<file path="src/rtl/mvm_pkg.sv">
// Shared state encoding and arithmetic helpers for the matrix-vector engine.
package mvm_pkg;

   typedef enum logic [1:0] {LOAD, RUN, DONE} state_t;

   localparam int EXT_W = 64;

   function automatic int acc_min_width(input int data_width, input int cols);
      return 2 * data_width + $clog2(cols);
   endfunction

   // Widen the w-bit value in the low bits of v, filling with its sign bit when sgn is set.
   function automatic logic [EXT_W-1:0] extend(input logic [EXT_W-1:0] v, input int w, input bit sgn);
      logic [EXT_W-1:0] mask;
      mask = (w >= EXT_W) ? '1 : ((EXT_W'(1) << w) - EXT_W'(1));
      if (sgn && (((v >> (w - 1)) & EXT_W'(1)) != '0))
         return v | ~mask;
      return v & mask;
   endfunction

endpackage

</file>
<file path="src/rtl/mvm_mac.sv">
// One row of the MAC array: registered accumulator fed by a widened product.
// clr wins over everything; on an enabled cycle load replaces the sum, otherwise the product is added.
module mvm_mac
   import mvm_pkg::*;
#(
   parameter int DATA_WIDTH = 8,
   parameter int ACC_WIDTH  = 24,
   parameter int SIGNED     = 0
) (
   input  logic                  clk,
   input  logic                  rst_n,
   input  logic                  en,
   input  logic                  load,
   input  logic                  clr,
   input  logic [DATA_WIDTH-1:0] a,
   input  logic [DATA_WIDTH-1:0] b,
   output logic [ACC_WIDTH-1:0]  acc
);
   localparam int PW = 2 * DATA_WIDTH;

   logic [PW-1:0]        a_x;
   logic [PW-1:0]        b_x;
   logic [PW-1:0]        prod;
   logic [ACC_WIDTH-1:0] prod_x;

   // With sign-extended operands the low 2*DATA_WIDTH bits are the exact signed product.
   assign a_x    = (SIGNED != 0) ? {{DATA_WIDTH{a[DATA_WIDTH-1]}}, a} : {{DATA_WIDTH{1'b0}}, a};
   assign b_x    = (SIGNED != 0) ? {{DATA_WIDTH{b[DATA_WIDTH-1]}}, b} : {{DATA_WIDTH{1'b0}}, b};
   assign prod   = a_x * b_x;
   assign prod_x = ACC_WIDTH'(extend(EXT_W'(prod), PW, SIGNED != 0));

   always_ff @(posedge clk or negedge rst_n) begin
      if (!rst_n)
         acc <= '0;
      else if (clr)
         acc <= '0;
      else if (en)
         acc <= load ? prod_x : acc + prod_x;
   end

endmodule

</file>
<file path="src/rtl/mat_vec_engine.sv">
// y = A*b on a skewed per-row MAC array; RUN lasts ROWS+COLS-1 cycles after the last A/b beat.
// a_ready/b_ready drop outside LOAD; DONE holds res_data stable until res_ready is seen.
module mat_vec_engine
   import mvm_pkg::*;
#(
   parameter int ROWS       = 8,
   parameter int COLS       = 8,
   parameter int DATA_WIDTH = 8,
   parameter int SIGNED     = 0,
   parameter int ACC_WIDTH  = 24
) (
   input  logic                            clk,
   input  logic                            rst_n,
   input  logic                            a_valid,
   output logic                            a_ready,
   input  logic [ROWS-1:0][DATA_WIDTH-1:0] a_data,
   input  logic                            b_valid,
   output logic                            b_ready,
   input  logic [DATA_WIDTH-1:0]           b_data,
   input  logic                            accumulate,
   input  logic                            clr,
   output logic                            busy,
   output logic                            done,
   output logic                            res_valid,
   input  logic                            res_ready,
   output logic [ROWS-1:0][ACC_WIDTH-1:0]  res_data
);
   localparam int            CW       = $clog2(COLS + 1);
   localparam int            KW       = $clog2(ROWS + COLS);
   localparam logic [CW-1:0] CNT_FULL = CW'(COLS);
   localparam logic [KW-1:0] K_LAST   = KW'(ROWS + COLS - 2);

   if (ACC_WIDTH < acc_min_width(DATA_WIDTH, COLS)) begin : g_acc_width_check
      $error("mat_vec_engine: ACC_WIDTH too narrow for DATA_WIDTH and COLS");
   end

   state_t                state;
   state_t                state_nxt;
   logic [CW-1:0]         a_cnt;
   logic [CW-1:0]         b_cnt;
   logic [KW-1:0]         k;
   logic                  acc_mode;
   logic                  done_q;
   logic                  a_take;
   logic                  b_take;
   logic                  load_done;
   logic                  start;
   logic                  clr_load;
   logic [DATA_WIDTH-1:0] a_buf [ROWS][COLS];
   logic [DATA_WIDTH-1:0] b_buf [COLS];
   logic [DATA_WIDTH-1:0] skew  [ROWS];
   logic [DATA_WIDTH-1:0] b_first;
   logic [DATA_WIDTH-1:0] b_next;

   assign a_ready   = (state == LOAD) && (a_cnt != CNT_FULL);
   assign b_ready   = (state == LOAD) && (b_cnt != CNT_FULL);
   assign a_take    = a_valid && a_ready;
   assign b_take    = b_valid && b_ready;
   assign load_done = ((a_cnt + CW'(a_take)) == CNT_FULL) && ((b_cnt + CW'(b_take)) == CNT_FULL);
   assign start     = (state == LOAD) && load_done;
   assign clr_load  = clr && (state == LOAD);
   assign busy      = (state == RUN);
   assign res_valid = (state == DONE);
   assign done      = done_q;

   always_ff @(posedge clk or negedge rst_n) begin
      if (!rst_n)
         state <= LOAD;
      else
         state <= state_nxt;
   end

   always_comb begin
      state_nxt = state;
      case (state)
         LOAD:    if (load_done)   state_nxt = RUN;
         RUN:     if (k == K_LAST) state_nxt = DONE;
         DONE:    if (res_ready)   state_nxt = LOAD;
         default: state_nxt = LOAD;
      endcase
   end

   // The final b beat can land on the LOAD->RUN edge itself, so stage 0 bypasses the buffer.
   always_comb begin
      b_first = (b_take && (b_cnt == '0)) ? b_data : b_buf[0];
      b_next  = '0;
      for (int j = 1; j < COLS; j++)
         if (k == KW'(j - 1)) b_next = b_buf[j];
   end

   always_ff @(posedge clk or negedge rst_n) begin
      if (!rst_n) begin
         a_cnt    <= '0;
         b_cnt    <= '0;
         k        <= '0;
         acc_mode <= 1'b0;
         done_q   <= 1'b0;
         for (int j = 0; j < COLS; j++) begin
            b_buf[j] <= '0;
            for (int i = 0; i < ROWS; i++) a_buf[i][j] <= '0;
         end
         for (int i = 0; i < ROWS; i++) skew[i] <= '0;
      end else begin
         done_q <= (state == RUN) && (k == K_LAST);
         if (a_take) begin
            a_cnt <= a_cnt + CW'(1);
            for (int j = 0; j < COLS; j++)
               if (a_cnt == CW'(j))
                  for (int i = 0; i < ROWS; i++) a_buf[i][j] <= a_data[i];
         end
         if (b_take) begin
            b_cnt <= b_cnt + CW'(1);
            for (int j = 0; j < COLS; j++)
               if (b_cnt == CW'(j)) b_buf[j] <= b_data;
         end
         if (start) begin
            acc_mode <= accumulate;
            k        <= '0;
            skew[0]  <= b_first;
            for (int i = 1; i < ROWS; i++) skew[i] <= '0;
         end else if (state == RUN) begin
            k       <= k + KW'(1);
            skew[0] <= b_next;
            for (int i = 1; i < ROWS; i++) skew[i] <= skew[i-1];
         end
         if ((state == DONE) && res_ready) begin
            a_cnt <= '0;
            b_cnt <= '0;
         end
      end
   end

   // Row i works on column k-i, so it is live for k in [i, i+COLS-1].
   for (genvar i = 0; i < ROWS; i++) begin : g_row
      logic                  en;
      logic                  first;
      logic [DATA_WIDTH-1:0] a_op;

      always_comb begin
         en   = 1'b0;
         a_op = '0;
         for (int j = 0; j < COLS; j++)
            if ((state == RUN) && (k == KW'(i + j))) begin
               en   = 1'b1;
               a_op = a_buf[i][j];
            end
      end

      assign first = (k == KW'(i)) && !acc_mode;

      mvm_mac #(
         .DATA_WIDTH (DATA_WIDTH),
         .ACC_WIDTH  (ACC_WIDTH),
         .SIGNED     (SIGNED)
      ) u_mac (
         .clk   (clk),
         .rst_n (rst_n),
         .en    (en),
         .load  (first),
         .clr   (clr_load),
         .a     (a_op),
         .b     (skew[i]),
         .acc   (res_data[i])
      );
   end

endmodule
</file>
<file path="config.mk">
export PLATFORM = sky130hd
export DESIGN_NAME = mat_vec_engine
export DESIGN_NICKNAME = d
export VERILOG_FILES = /design/src/rtl/mvm_pkg.sv /design/src/rtl/mvm_mac.sv /design/src/rtl/mat_vec_engine.sv
export SDC_FILE = /design/constraint.sdc
export NUM_CORES = 2
export LEC_CHECK = 0
export ABC_CLOCK_PERIOD_IN_PS = 8000
export CAP_MARGIN = 10
export CORE_UTILIZATION = 56
export DETAILED_ROUTE_END_ITERATION = 7
export GPL_TIMING_DRIVEN = 0
export MAX_ROUTING_LAYER = met4
export PLACE_DENSITY_LB_ADDON = 0.15
export SYNTH_ARGS = -nofsm -noshare
export SYNTH_HDL_FRONTEND = slang
export SYNTH_SLANG_ARGS = --single-unit
</file>
<file path="constraint.sdc">
create_clock -name clk -period 8 [get_ports clk]
set_clock_uncertainty 0.1 [all_clocks]
set_input_delay 0.8 -clock clk [delete_from_list [all_inputs] [get_ports clk]]
set_output_delay 0.8 -clock clk [all_outputs]
set_load 0.01 [all_outputs]
</file>
# Word-level counts from Yosys, hierarchy flattened
# Index checks and enable logic that the tools add are counted.
[word_totals] register_bits=848 elab_cells=389 output_inout_bits=197 in_bits=79
[classes] n_eq_ne=37 reduce_logical=65 n_mux=172 multipliers=8 addsub=13
[op_table] operator="24-bit 2-to-1 mux" n=24
[op_table] operator="8-bit 2-to-1 mux" n=72
[op_table] operator="24-bit by 16-bit adder with 24-bit output" n=8
[op_table] operator="8-bit by 8-bit multiplier with 16-bit output" n=8
[op_table] operator="64-bit 2-to-1 mux" n=2
[op_table] operator="1-bit 2-to-1 mux" n=64
[op_table] operator="4-bit by 3-bit == test with 1-bit output, second input constant" n=12
[op_table] operator="4-bit == test, second input constant" n=9
[op_table] operator="1-bit logical AND" n=32
[op_table] operator="2-bit AND reduction" n=16
[op_table] operator="4-bit by 2-bit == test with 1-bit output, second input constant" n=6
[op_table] operator="4-bit 2-to-1 mux" n=6
[op_table] operator="2-bit nonzero test" n=11
[op_table] operator="4-bit by 1-bit adder with 4-bit output, second input constant" n=3
[op_table] operator="4-bit by 1-bit == test with 1-bit output, second input constant" n=3
[op_table] operator="4-bit zero test" n=3
[op_table] operator="4-bit by 1-bit adder with 4-bit output" n=2
[op_table] operator="4-bit inequality test, second input constant" n=2
[op_table] operator="2-bit 2-to-1 mux" n=3
[op_table] operator="2-bit case mux with 3 select lines" n=1
[op_table] operator="2-bit by 1-bit inequality test with 1-bit output, second input constant" n=2
[op_table] operator="3-bit AND reduction" n=1
[op_table] operator="2-bit by 1-bit == test with 1-bit output, second input constant" n=1
[op_table] operator="2-bit == test, second input constant" n=1
[op_table] operator="other kinds (3)" n=3

# Depth between registers and ports, before layout
[depth] word_depth=15 mapped_depth=37 ltp_nobuf=34

# Modules after synthesis
# A second synthesis with hierarchy kept.
[hier_totals] cells_unflattened=6323 area_unflattened_um2=63066.7
[modules_own_cells] module="mat_vec_engine" area_per_inst_um2=30182.7 cells_each=2525 instances=1 seq_area_each_um2=16415.7
[modules_own_cells] module="mvm_mac at g_row[3].u_mac ..." area_per_inst_um2=4092.7 cells_each=465 instances=4 seq_area_each_um2=600.6
[modules_own_cells] module="mvm_mac at g_row[0].u_mac" area_per_inst_um2=4201.5 cells_each=496 instances=1 seq_area_each_um2=600.6
[modules_own_cells] module="mvm_mac at g_row[2].u_mac" area_per_inst_um2=4150.2 cells_each=488 instances=1 seq_area_each_um2=600.6
[modules_own_cells] module="mvm_mac at g_row[7].u_mac" area_per_inst_um2=4083.9 cells_each=476 instances=1 seq_area_each_um2=600.6
[modules_own_cells] module="mvm_mac at g_row[1].u_mac" area_per_inst_um2=4077.7 cells_each=478 instances=1 seq_area_each_um2=600.6

# Least setup slack after synthesis
# No wires, ideal clock.
[synth_timing] kind="register -> register" from="reg k[0]" to="reg g_row[2].u_mac.acc[23]" setup_slack_ns=-0.002 stages_incl_launch_ff=32 t_arrival_ns=7.782 t_required_ns=7.780 synth_period_minus_slack_ns=8.002 path_buffers=5 path_cell_list="dfrtp_1 > inv_1 > ha_1 > clkbuf_1 > nand3b_1 > nor2_2 > buf_2 > buf_2 > buf_2 > a22oi_1 > a31oi_1 > and2_1 > fa_1 > fa_1 > fa_1 > inv_1 > fa_1 > inv_1 > ha_1 > a21o_1 > a31o_2 > a2111oi_0 > xnor2_1 > ha_1 > clkbuf_1 > o21a_1 > o21a_1 > and2_1 > a221o_1 > a21o_1 > a32o_1 > a31o_1"
[synth_via] elab_chain_len=15
[synth_rtl] item="start: declaration" line_no="mat_vec_engine.sv:41" text="logic [KW-1:0] k;"
[synth_rtl] item="start signal: assignment" line_no="mat_vec_engine.sv:122" text="k <= k + KW'(1);"
[synth_rtl] item="4-bit by 2-bit == test with 1-bit output" line_no="mat_vec_engine.sv:143, mat_vec_engine.sv:149"
[synth_rtl] item="1-bit logical AND" line_no="mat_vec_engine.sv:143" text="if ((state == RUN) && (k == KW'(i + j))) begin"
[synth_rtl] item="8-bit 2-to-1 mux (8 in series)" line_no="mat_vec_engine.sv:143"
[synth_rtl] item="8-bit by 8-bit multiplier with 16-bit output" line_no="mvm_mac.sv:29" text="assign prod = a_x * b_x;"
[synth_rtl] item="24-bit by 16-bit adder with 24-bit output" line_no="mvm_mac.sv:38" text="acc <= load ? prod_x : acc + prod_x;"
[synth_rtl] item="24-bit 2-to-1 mux" line_no="mvm_mac.sv:38"
[synth_rtl] item="24-bit 2-to-1 mux" line_no="mvm_mac.sv:37" text="else if (en)"
[synth_rtl] item="24-bit 2-to-1 mux" line_no="mvm_mac.sv:35" text="else if (clr)"
[synth_rtl] item="end signal: assignment" line_no="mvm_mac.sv:38"
[synth_rtl] item="end: declaration" line_no="mvm_mac.sv:17" text="output logic [ACC_WIDTH-1:0] acc"
# Parallel ways exist; a longest one is shown, timed or not. The select of a mux whose other input is x is not followed.
# A chain may end at the register's enable or synchronous reset.

# Worst setup path after layout
[layout_timing] from="reg state[1]" to="reg g_row[2].u_mac.acc[23]"
[layout_via] elab_chain_len=15
[layout_rtl] item="start: declaration" line_no="mat_vec_engine.sv:37" text="state_t state;"
[layout_rtl] item="start signal: assignment" line_no="mat_vec_engine.sv:70" text="state <= state_nxt;"
[layout_rtl] item="2-bit by 1-bit == test with 1-bit output" line_no="mat_vec_engine.sv:143"
[layout_rtl] item="1-bit logical AND" line_no="mat_vec_engine.sv:143"
[layout_rtl] item="8-bit 2-to-1 mux (8 in series)" line_no="mat_vec_engine.sv:143"
[layout_rtl] item="8-bit by 8-bit multiplier with 16-bit output" line_no="mvm_mac.sv:29"
[layout_rtl] item="24-bit by 16-bit adder with 24-bit output" line_no="mvm_mac.sv:38"
[layout_rtl] item="24-bit 2-to-1 mux" line_no="mvm_mac.sv:38"
[layout_rtl] item="24-bit 2-to-1 mux" line_no="mvm_mac.sv:37"
[layout_rtl] item="24-bit 2-to-1 mux" line_no="mvm_mac.sv:35"
# Parallel ways exist; a longest one is shown, timed or not. The select of a mux whose other input is x is not followed.

==> results.yml <==
clocking:
  cts_buffer_depth: 3
  clkSlewWorstSetupHoldPaths_ps: 70
  clk_latency_ps: 720
  cts_buffers: 94
  cts.sinks: 848
  cts-htree-levels: 3
  root_buffer: "clkbuf_16"
  cts_tree: "yes"
power_and_ir_drop:
  switchingPower_mw: 8.025
  ir_drop_v: 0.0002305
  p_sw_share_pct: 38.58
  leakage_nw: 34.92
  clkPwrFrac_pct: 21.8
  p_comb_share_pct: 42.6
  powerDensity_nw_per_um2: 281.1
  power.internal_mw: 12.78
  p_seq_share_pct: 35.6
timing:
  whs_ps: 393.4
  hold_violations: 0
  worstMarginPinSlew_ps: 1329
  final-max-slew-violation-count: 0
  slew_headroom_pct: 11.43
  rsz0062_at_grt: "yes"
  setup_ws_ps: -149.6
  clock.fmax_mhz: 122.7
  timing.final.crit_period_ps: 8150
  finalCritPeriodShare_pct: 101.9
  finalSetupViolations: 4
placed_design:
  portBuffers: 275
  gp_congestion: 0.9650
  placedInstanceArea_um2: 66440
  place_ws_ps: -2783
  dp.cells: 7925
  dp_hpwl_um: 134500
critical_path:
  cpMaxStageDelayCell: "fa_1"
  worstPathMaxFanout: 10
  arrival_ps: 8630
  cp_num_buf_inv: 7
  cpLargestDelayFamily: "adder cells"
  critPathMaxStageDelay_ps: 570
  crit_path_frequent_cell: "fa_1"
  end_kind: "flip-flop"
  critPathRequiredTime_ps: 8480
  start_kind: "flip-flop"
  criticalPathCategory: "reg2reg"
synth:
  yosys_register_bits: 848
  synthArstFlopShare_pct: 100.0
  ys.flop_type: "dfrtp_1"
  yosys-mux-area-fraction_pct: 11.44
  synth_top_area_share_pct: 34.50
  synth-edff-count: 0
  synth-simple-area-share_pct: 14.17
  synth_adder_area_share_pct: 18.75
  yosys_warnings: 0
  synth_top_family_by_area: "adder cells"
  yosysSeqAreaShare_pct: 34.50
  ys_types: 90
  syn_area_um2: 61510
  synth_area_leaders: "dfrtp_1 34%, mux2_2 11%, fa_1 9.6%, ha_1 9.1%, and2_1 3.5%"
  syn_inst: 6213
  synthXorXnorAreaFrac_pct: 2.478
  yosysTopAreaCell: "dfrtp_1"
  synth_nets: 7036
  syn_avg_cell_area_um2: 9.900
  synth_compound_area_share_pct: 13.98
run_status:
  violations: "negative setup slack"
  status: "complete, but fails checks"
detailed_routing:
  via_per_inst: 6.146
  route.vias.total: 50970
  drtIter0Drc: 4500
  drt-total-wl_um: 186500
  drc: 0
  first_pass_iters: 8
  avgRoutedWirePerCell_um: 22.48
  drtAntennaViolNets: 0
grt:
  grt_max_degree: 124
  grt_pass1_vias: 49150
  grt.met2_usage_pct: 50.42
  gr-usage-met3_pct: 6.372
  top_usage_layer: "met2"
  grt-ovfl-total: 0
  use_met1_pct: 44.87
  grt_pass1_wl_um: 283400
  antenna_found_initial: 24
  track_usage_pct: 33.67
finish:
  drive_gt1_share_pct: 20.52
  area_growth_pct: 20.32
  final_nets: 7610
  design_area_um2: 74010
  fin_cells: 8294
floorplan:
  row_count: 121
  die-area_um2: 111200
  die_y_um: 333.4
  initial_utilization_pct: 56.51
  io-pin-count: 276
  coreArea_um2: 108900
  dieWidth_um: 333.4
run:
  maxCapViolCount: 0
hold_path:
  hold_path.class: "reg2reg"
==> state kept, by name (all words and copies together), names as in the netlist <==
register / cells
a_buf: 512
g_row.u_mac.acc: 192
b_buf: 64
skew: 64
a_cnt: 4
b_cnt: 4
k: 4
state: 2
acc_mode: 1
done: 1
==> cell usage after synthesis, types with 22 or more instances <==
master / n
a211oi_1: 53
a21o_1: 60
a21oi_1: 306
a221o_1: 24
a221oi_1: 41
a22o_1: 22
a22oi_1: 56
a31oi_1: 58
and2_1: 340
and3_1: 32
buf_1: 29
clkbuf_1: 210
dfrtp_1: 848
fa_1: 296
ha_1: 448
inv_1: 497
mux2_2: 592
mux2i_1: 37
nand2_1: 551
nand2b_1: 48
nand3_1: 108
nand4_1: 22
nor2_1: 272
nor2b_1: 126
nor3_1: 109
o211ai_1: 75
o21a_1: 44
o21ai_0: 314
o22ai_1: 47
o31ai_1: 45
or3_1: 47
xnor2_1: 106
xor2_1: 68
==> worst reg2reg max path: cells and delay by family, from the launching register on <==
kind	cells	cell delay (ps)
buf+inv	7	830
fa+ha+maj	6	2630
flops	1	410
compound gates	12	2360
simple gates	7	1430
xor+xnor	1	280
==> per-stage QoR <==
stage	total power [mW]	TNS (ps)	util [%]
floorplan	12.51	0	-
global placement	15.09	-	60.67
detailed placement	15.36	-190010	61.04
CTS	20.21	0	65.82
global route	21.96	-3611	67.98
finish	20.80	-425.0	67.99
==> cell type report <==
cell class / instances / area [um2]
fillers: 8293 / 34840
well taps: 1414 / 1769
diodes: 22 / 55.05
multi-input cells: 4608 / 39800
flip-flops and latches: 848 / 21220
clock inverters: 39 / 535.5
inverters: 497 / 1871
clock buffers: 128 / 2631
plain buffers: 249 / 1370
repair buffers: 489 / 4761
==> metal layers <==
layer / up-vias / share of wire [%] / wire length [um]
met1: 25610 / 42 / 78280
met5: - / 0 / 0
met2: 1967 / 45 / 84440
li1: 22980 / - / -
met4: 0 / 4.5 / 8417
met3: 414 / 8.2 / 15310
==> power groups by stage <==
stage | Combinational (mW) | Clock [mW] | Sequential (mW)
6_report | 8.86 | 4.53 | 7.41
5_1_grt | 9.63 | 4.72 | 7.61
4_1_cts | 8.33 | 4.56 | 7.32
3_5_place_dp | 8.00 | 0 | 7.37
3_3_place_gp | 7.74 | 0 | 7.35
2_1_floorplan | 5.46 | 0 | 7.05
==> placed cells by master, fill, tap and decap left out, types with 28 or more instances in the layout <==
master | synthesis | layout
mux2_2 | 592 | 591
and3_1 | 32 | 28
and2_1 | 340 | 327
nand3_1 | 108 | 103
buf_6 | 1 | 31
o31ai_1 | 45 | 42
xor2_1 | 68 | 68
o21ai_1 | 3 | 30
inv_1 | 497 | 489
o21ai_0 | 314 | 269
ha_4 | 0 | 30
ha_1 | 448 | 411
nor3_1 | 109 | 92
o22ai_1 | 47 | 41
a21o_1 | 60 | 59
xnor2_1 | 106 | 86
dfrtp_1 | 848 | 846
or3_1 | 47 | 41
nand2_1 | 551 | 535
clkbuf_1 | 210 | 174
fa_1 | 296 | 296
buf_4 | 1 | 178
clkbuf_16 | 0 | 96
o21a_1 | 44 | 44
nand2b_1 | 48 | 45
mux2i_1 | 37 | 32
nor2_1 | 272 | 251
a22oi_1 | 56 | 51
a211oi_1 | 53 | 45
o211ai_1 | 75 | 75
a31oi_1 | 58 | 35
nor2b_1 | 126 | 122
clkdlybuf4s50_1 | 0 | 274
a21oi_1 | 306 | 256
==> timing repair <==
item | in CTS | in global routing
setup buffers | 95 | 95
pin swaps | 60 | 151
gates resized for setup | 311 | 350
hold endpoints to repair | 12 | 0
endpoints found under the setup margin | 142 | 95
cloned | 0 | 1
hold buffers | 1 | 0
==> final timing paths <==
path / cells after the start / to / slack (ps) / from
setup / recovery: 33 / g_row[2].u_mac.acc[23] / -150 / state[1]
hold / removal: 1 / g_row[0].u_mac.acc[21] / 390 / g_row[0].u_mac.acc[21]
setup reg to reg: 33 / g_row[2].u_mac.acc[23] / -150 / state[1]
hold reg to reg: 1 / g_row[0].u_mac.acc[21] / 390 / g_row[0].u_mac.acc[21]
max in group asynchronous: 5 / g_row[3].u_mac.acc[12] / 5190 / rst_n
min in group asynchronous: 2 / g_row[1].u_mac.acc[20] / 570 / rst_n
==> kinds of logic after synthesis <==
logic type | Yosys count
AND/OR/NAND/NOR | 1744
multiplexers | 629
AO/OA/AOI/OAI | 1316
adder cells (fa/ha/maj) | 744
XOR/XNOR | 174
flip-flops | 848
buffers and inverters | 758
(Power assumes the default switching activity.)
